## src/rtl/twiddle_factor_gen.sv

```systemverilog
// Radix-2 DIT FFT twiddle source: streams the twiddles for one stage in butterfly order,
// derived from a quarter-wave cosine ROM, over a valid/ready interface with full backpressure.
module twiddle_factor_gen #(
  parameter int N_POINTS = 32,
  parameter int DATA_W   = 16
) (
  input  logic                        clk,
  input  logic                        rst,
  input  logic                        start,
  input  logic [3:0]                  stage,
  input  logic                        inverse,
  output logic                        busy,
  output logic                        cfg_err,
  output logic                        tw_valid,
  input  logic                        tw_ready,
  output logic signed [DATA_W-1:0]    tw_real,
  output logic signed [DATA_W-1:0]    tw_imag,
  output logic [$clog2(N_POINTS)-1:0] tw_k,
  output logic                        tw_last
);

  localparam int  LOG2N = $clog2(N_POINTS);
  localparam int  Q     = N_POINTS / 4;
  localparam int  AW    = LOG2N - 1;
  localparam real PI    = 3.14159265358979323846;
  localparam real FS    = $itor((1 << (DATA_W - 1)) - 1);

  logic signed [DATA_W-1:0] cos_tab [Q+1];

  for (genvar gi = 0; gi <= Q; gi++) begin : g_tab
    localparam real ANG = 2.0 * PI * $itor(gi) / $itor(N_POINTS);
    localparam int  VAL = $rtoi($floor($cos(ANG) * FS + 0.5));
    assign cos_tab[gi] = DATA_W'(VAL);
  end

  typedef enum logic [1:0] {G_IDLE, G_ISSUE, G_DRAIN} gen_state_e;

  gen_state_e       state_q, state_d;
  logic [LOG2N-1:0] j_q, j_d;
  logic [3:0]       s_q, s_d;
  logic             inv_q, inv_d;
  logic             cfg_err_d;

  logic             adv, issue, j_last, stage_ok, hi_sel;
  logic [LOG2N-1:0] k_issue;
  logic [AW-1:0]    a_addr, b_addr;

  logic                     v1_q, last1_q, hi1_q;
  logic [LOG2N-1:0]         k1_q;
  logic signed [DATA_W-1:0] ra1_q, rb1_q;

  logic                     v2_q, last2_q;
  logic [LOG2N-1:0]         k2_q;
  logic signed [DATA_W-1:0] re2_q, im2_q;

  assign adv      = !tw_valid || tw_ready;
  assign issue    = (state_q == G_ISSUE) && adv;
  assign stage_ok = int'(stage) < LOG2N;
  assign j_last   = j_q == LOG2N'((32'd1 << s_q) - 32'd1);
  assign busy     = state_q != G_IDLE;

  // k = j * N / 2^(s+1) is a left shift of j by (LOG2N-1-s)
  assign k_issue = j_q << (4'(LOG2N - 1) - s_q);
  assign hi_sel  = k_issue > LOG2N'(Q);
  assign a_addr  = AW'(hi_sel ? LOG2N'(2 * Q) - k_issue : k_issue);
  assign b_addr  = AW'(hi_sel ? k_issue - LOG2N'(Q) : LOG2N'(Q) - k_issue);

  always_comb begin
    state_d   = state_q;
    j_d       = j_q;
    s_d       = s_q;
    inv_d     = inv_q;
    cfg_err_d = 1'b0;
    unique case (state_q)
      G_IDLE: begin
        if (start) begin
          if (stage_ok) begin
            state_d = G_ISSUE;
            j_d     = '0;
            s_d     = stage;
            inv_d   = inverse;
          end else begin
            cfg_err_d = 1'b1;
          end
        end
      end
      G_ISSUE: begin
        if (adv) begin
          if (j_last) state_d = G_DRAIN;
          else        j_d     = j_q + LOG2N'(1);
        end
      end
      G_DRAIN: begin
        if (tw_valid && tw_ready && tw_last) state_d = G_IDLE;
      end
      default: state_d = G_IDLE;
    endcase
  end

  always_ff @(posedge clk) begin
    if (rst) begin
      state_q  <= G_IDLE;
      j_q      <= '0;
      s_q      <= '0;
      inv_q    <= 1'b0;
      cfg_err  <= 1'b0;
      v1_q     <= 1'b0;
      last1_q  <= 1'b0;
      hi1_q    <= 1'b0;
      k1_q     <= '0;
      ra1_q    <= '0;
      rb1_q    <= '0;
      v2_q     <= 1'b0;
      last2_q  <= 1'b0;
      k2_q     <= '0;
      re2_q    <= '0;
      im2_q    <= '0;
      tw_valid <= 1'b0;
      tw_last  <= 1'b0;
      tw_real  <= '0;
      tw_imag  <= '0;
      tw_k     <= '0;
    end else begin
      state_q <= state_d;
      j_q     <= j_d;
      s_q     <= s_d;
      inv_q   <= inv_d;
      cfg_err <= cfg_err_d;
      if (adv) begin
        v1_q <= issue;
        if (issue) begin
          k1_q    <= k_issue;
          last1_q <= j_last;
          hi1_q   <= hi_sel;
          ra1_q   <= cos_tab[a_addr];
          rb1_q   <= cos_tab[b_addr];
        end
        v2_q <= v1_q;
        if (v1_q) begin
          k2_q    <= k1_q;
          last2_q <= last1_q;
          re2_q   <= hi1_q ? -ra1_q : ra1_q;
          im2_q   <= inv_q ? rb1_q : -rb1_q;
        end
        tw_valid <= v2_q;
        tw_last  <= v2_q && last2_q;
        if (v2_q) begin
          tw_real <= re2_q;
          tw_imag <= im2_q;
          tw_k    <= k2_q;
        end
      end
    end
  end

endmodule

```

## config.mk

```make
export PLATFORM = sky130hd
export DESIGN_NAME = twiddle_factor_gen
export DESIGN_NICKNAME = d
export VERILOG_FILES = /design/src/rtl/twiddle_factor_gen.sv
export SDC_FILE = /design/constraint.sdc
export NUM_CORES = 1
export LEC_CHECK = 0
export CAP_MARGIN = 10
export CORE_ASPECT_RATIO = 1.1
export CORE_MARGIN = 8
export CORE_UTILIZATION = 25
export CTS_CLUSTER_DIAMETER = 120
export CTS_CLUSTER_SIZE = 12
export DETAILED_ROUTE_END_ITERATION = 7
export PLACE_DENSITY = 0.47
export SLEW_MARGIN = 20
export SYNTH_ARGS = -nofsm -noshare
export SYNTH_HDL_FRONTEND = slang
export SYNTH_SLANG_ARGS = --single-unit
```

## constraint.sdc

```tcl
create_clock -name clk -period 4.91 [get_ports clk]
set_clock_uncertainty 0.05 [all_clocks]
set_input_delay 0.982 -clock clk [delete_from_list [all_inputs] [get_ports clk]]
set_output_delay 0.982 -clock clk [all_outputs]
set_load 0.01 [all_outputs]
```

======== Yosys cells after proc, flatten, opt, wreduce, memory -nomap -nowiden ========
Memories as Yosys holds them, arrays and structs flattened. A register that Yosys moved wholly into a read port is not among the register bits.
Index checks and enable logic that the tools add are counted.
storage, ports and cells
  bits in registers ....................... 99
  input port bits ......................... 9
  output and inout port bits .............. 41
  bits in read-only memories .............. 512
  memories kept ........................... 2
memories
  name             depth  width  read ports  clocked after memory_dff  wr ports  RTL line  source
  (no name shown)  16     16     1           1                         0         136       rb1_q <= cos_tab[b_addr];
  (no name shown)  16     16     1           1                         0         135       ra1_q <= cos_tab[a_addr];
cells by class
  order comparisons ....................... 2
  $add $sub $neg .......................... 8
  equality and inequality tests ........... 9
  reduce and logical (&&, ||, !) cells .... 16
  bitwise logic cells ..................... 4
  mux-type cells .......................... 16
  shift operators ......................... 2
operator list
  operator                                                                          number
  16-bit two-way mux                                                                2
  16-bit negation                                                                   2
  5-bit two-way mux                                                                 4
  2-bit inequality test (second input constant)                                     6
  2-bit two-way mux                                                                 5
  4-bit inverter with 5-bit output                                                  2
  5-bit case mux with 2 select lines                                                1
  5-bit AND reduction                                                               2
  4-bit two-way mux                                                                 2
  2-bit case mux with 3 select lines                                                1
  2-bit AND reduction                                                               3
  5-bit by 1-bit adder with 5-bit output (second input constant)                    1
  5-bit equality test                                                               1
  5-bit by 4-bit greater-than comparator with 1-bit output (second input constant)  1
  1-bit by 4-bit << shifter with 5-bit output (first input constant)                1
  5-bit by 4-bit << shifter with 5-bit output                                       1
  5-bit by 1-bit subtractor with 5-bit output (second input constant)               1
  1-bit logical AND                                                                 4
  4-bit by 3-bit less-than comparator with 1-bit output (second input constant)     1
  2-bit nonzero test                                                                2
  1-bit by 4-bit subtractor with 4-bit output (first input constant)                1
  3-bit by 4-bit subtractor with 4-bit output (first input constant)                1
  4-bit subtractor (first input constant)                                           1
  4-bit subtractor (second input constant)                                          1
  other kinds (9)                                                                   10

======== Longest topological paths before layout ========
Gate-level depths: netlist of the first run.
  word-level depth ........................ 6
  depth in mapped cells ................... 17
  mapped depth without buffers ............ 16

======== Least setup slack after synthesis of the first run ========
OpenSTA, ideal clock, no wires.
  kind .................................... reg2reg
  start ................................... reg s_q[0]
  end ..................................... reg rb1_q[2]
  required time ........................... 4780 ps
  cell stages (with the launch flop) ...... 16
  arrival ................................. 3507 ps
  setup time .............................. 80 ps
  clock period less this slack ............ 3637 ps
  path buffers ............................ 1
  slack ................................... 1273 ps
  cell sequence ........................... dfxtp_1 > buf_4 > inv_1 > ha_1 > ha_1 > inv_2 > nor3_1 > nand3_1 > ha_1 > o211ai_1 > nand2_1 > a21oi_1 > mux2_4 > ha_1 > or3_1 > o211ai_1
on the way
  cells in the longest elaborated chain, start to end .. 5
  elaborated cells between the ends (all ways) .. 7
  classes of those cells .................. add/sub (3); order compare (1); shift (1); mux (1); bitwise (1)
ends and longest elaborated chain
  element                                                                                       RTL line  source
  start: declaration                                                                            40        logic [3:0] s_q, s_d;
  start signal: assignment                                                                      104       s_q <= '0;
  start signal: assignment                                                                      126       s_q <= s_d;
  3-bit by 4-bit subtractor with 4-bit output *                                                 63        assign k_issue = j_q << (4'(LOG2N - 1) - s_q);
  5-bit by 4-bit << shifter with 5-bit output *                                                 63
  4-bit subtractor or 5-bit by 4-bit greater-than comparator with 1-bit output (tied branches)  66, 64
  4-bit two-way mux *                                                                           66        assign b_addr = AW'(hi_sel ? k_issue - LOG2N'(Q) : LOG2N'(Q) - k_issue);
  4-bit inverter with 5-bit output (implied by the code) *                                      136
  end: declaration                                                                              50        logic signed [DATA_W-1:0] ra1_q, rb1_q;
Mark *: on every way between the ends. The rest lies on a longest branch, timed or not.
A chain may end at the register's enable or synchronous reset.

======== Final worst setup path of the first run ========
Ends and elaborated chain as after synthesis.

==> results by group, run 1 <==
Floorplan
  • # rows: 59
  • Initial Utilization: 0.256
  • IO Count: 50
  • Die Width: 164 um
  • Die Y: 179 um
  • Die ar.: 29500 um2
  • CORE AREA: 23700 um2

Global route
  • GRT Residual Overflow: 0
  • Initial antenna violation count: 0
  • Total track usage: 0.101
  • Vias in the first global route: 4725
  • Global-route wire length before repair: 24.1 mm
  • Largest net degree at the start of global routing: 57

Outcome
  • Outcome: finished, final reports clean

Logic synthesis
  • Synthesized Nets: 749
  • Ranking of synthesized cells by area: dfxtp_1 43%, nand2_1 9.9%, a21oi_1 6.9%
  • Syn. warnings: 0
  • Async SR Flop Fraction: 0
  • Avg Cell Area, Syn: 8.40 um2
  • Yosys reg bits: 129
  • Post-synth EDFFs: 0
  • Yosys cell types: 70
  • Syn Inst Count: 721
  • Sequential area share after synthesis: 0.426
  • Synthesized cell area: 6060 um2
  • Top FF cell, synth: dfxtp_1
  • Post-synth top area share: 0.426
  • Post-synth top area cell: dfxtp_1

Worst setup path
  • Reg-to-Reg End: rb1_q[2]
  • R2r worst-path depth: 14
  • Critical path launch point type: flip-flop
  • Setup Crit Path Kind: reg -> reg
  • Max incr delay on CP: 0.61 ns
  • CP max FO: 12
  • Setup crit end: rb1_q[2]
  • Worst r2r src: s_q[0]
  • Worst path required time: 5.18 ns
  • Cells along the critical path: inv_1 -> ha_1 -> ha_1 -> inv_2 -> nor3_1 -> nand3_1 -> ha_1 -> o211ai_1 -> nand2_1 -> a21oi_1 -> mux2_4 -> ha_1 -> or3_1 -> o211ai_1
  • Reg2Reg Setup Slack: 0.66 ns
  • Critical path endpoint category: flip-flop
  • Critical path's most frequent cell: ha_1
  • CP Data Arrival Time: 4.53 ns
  • Critical path depth in cells: 14
  • Start point of the critical path: s_q[0]
  • Buffers and inverters on the worst path: 2
  • Delay-heaviest family, CP: adder cells
  • Worst path slowest cell: dfxtp_1

Clock tree
  • CTS tree: yes
  • Num CTS Buffers: 17
  • Reg clk slew, reported paths: 0.06 ns
  • CTS max path bufs: 2
  • Worst skew pair latency: 0.41 ns
  • Root buffer cell: clkbuf_16
  • # H-tree levels: 4
  • # clock sinks: 129
  • Number of setup buffers added after CTS: 0
  • Post_cts resized: 0
  • Hold Buf Count CTS: 0

Drt
  • Vias per cell: 4.52
  • Initial DRC count: 178
  • Pre-antenna DRT Iters: 4
  • WL final: 14.4 mm
  • # DRC: 0
  • Post-DR wirelength/cell: 13.4 um
  • Antenna viol nets, final: 0
  • DR vias: 4859

Timing
  • Pins Over Slew Limit: 0
  • Period utilization: 0.866
  • Fin. Hold Viols: 0
  • Fmax: 0.235 GHz
  • Finish-stage setup viols: 0
  • Slew Limit Headroom: 0.466
  • Fin worst setup slack: 0.656 ns
  • Tmin final: 4.25 ns
  • RSZ-0062 raised after global routing: no
  • Worst Hold Slack: 0.401 ns
  • Slew @ Worst Pin: 0.799 ns
  • Setup_tns: 0 ns

Final layout
  • Finished Cell Area: 7410 um2
  • Area growth, synth to finish: 22.4%
  • Nets: 784
  • Share of cells above drive strength 1: 0.0858
  • Diodes inserted: 0

Pwr
  • PwrDens: 354 nW/um2
  • Worst vdd ir: 0.183 mV
  • LEAKAGE: 2.52 nW
  • Tot Pwr: 2.62 mW

Placement
  • GP Congestion: 0.757
  • Area post-placement: 6810 um2
  • Detailed Place HPWL: 10.1 mm
  • Input/output buffers: 49
  • Pre-CTS setup slack: 0.683 ns

Run
  • Max-cap viol count: 0

Hold path
  • Worst Hold Class: reg -> reg
cell usage after synthesis (10+ instances only):
master,number
nand2_1,160
dfxtp_1,129
a21oi_1,84
nor2_1,61
clkbuf_1,31
xnor2_1,21
a211oi_1,20
ha_1,19
o21ai_0,17
mux2i_1,16
xor2_1,15
inv_1,14
a22o_1,11
nor3_1,10
sequential cells by signal, indices dropped and copies added (netlist names), 15 cells and up:
name	flops
tw_imag	16
re2_q	16
tw_real	16
im2_q	16
ra1_q	15
rb1_q	15
worst min-delay path: cells and delay by family, from the launching register on:
kind,cells,cell delay [ns]
AOI/OAI and AO/OA,1,0.05
DFF,1,0.31
and+or+nand+nor,1,0.05
how the worst min path moves through the flow:
stage                    from  slack [ns]          end  cells after the start
floorplan             k1_q[1]        0.38      k2_q[1]                      2
global placement     im2_q[8]        0.39     im2_q[8]                      2
detailed placement   im2_q[7]        0.39   tw_imag[7]                      2
CTS                  im2_q[7]        0.40   tw_imag[7]                      2
global route        re2_q[13]        0.42  tw_real[13]                      2
finish              re2_q[13]        0.40  tw_real[13]                      2
per-stage QoR:
stage,util,instances
after floorplan,-,721
after global placement,0.287,1042
after detailed placement,0.287,1042
after CTS,0.313,1074
after global routing,0.313,1074
final,0.313,1074
report_power, final:
| part | switching, mW | internal [mW] | leakage (nW) | total (mW) |
|---|---|---|---|---|
| Combinational | 0.143 | 0.0973 | 1.19 | 0.240 |
| Sequential | 0.0357 | 1.08 | 1.04 | 1.11 |
| Clock | 0.455 | 0.814 | 0.288 | 1.27 |
cells in the final DEF (no fill, tap or decap), drive strengths merged, types with 4 or more instances in the layout:
cell           synthesis  final
a211oi                21     21
a21oi                 85     85
a22o                  11     11
a32o                   9      9
and2                   4      4
buf                    9      8
clkbuf                31     24
clkdlybuf4s50          0     48
dfxtp                129    129
ha                    19     19
inv                   16     16
mux2i                 19     19
nand2                161    161
nand2b                 5      5
nand3                  6      6
nand4                  5      5
nor2                  61     61
nor2b                  7      7
nor3                  11     11
nor4                   5      5
o21ai                 20     20
or3                    5      5
xnor2                 22     22
xor2                  15     15
area by class of cell:
cell class	instances	area (um2)
clock inverters	8	101
repair buffers	56	541
fillers	2496	16300
inverters	16	60.1
multi-input cells	536	3250
flip-flops and latches	129	2580
well taps	305	382
clock buffers	24	502
logic make-up after synthesis:
logic type | synth area share
AO/OA/AOI/OAI | 0.194
XOR/XNOR | 0.0548
adder cells (fa/ha/maj) | 0.0393
buffers and inverters | 0.0378
flip-flops | 0.426
multiplexers | 0.0424
AND/OR/NAND/NOR | 0.205
per-layer routing:
layer  vias to the layer above  global-route usage  part of all wire
met1                      2250               0.124              0.49
met4                         0              0.0372             0.013
met3                        11              0.0255             0.031
met2                        43               0.167              0.47
li1                       2555                   -                 -
met5                         -                   0                 0
(Power assumes the default switching activity.)
==> run 2, diff against run 1 <==
Settings changed: CAP_MARGIN 10 to 20.
==> results of run 2 <==
No change in the layout: final DEF, timing and power equal those of run 1.
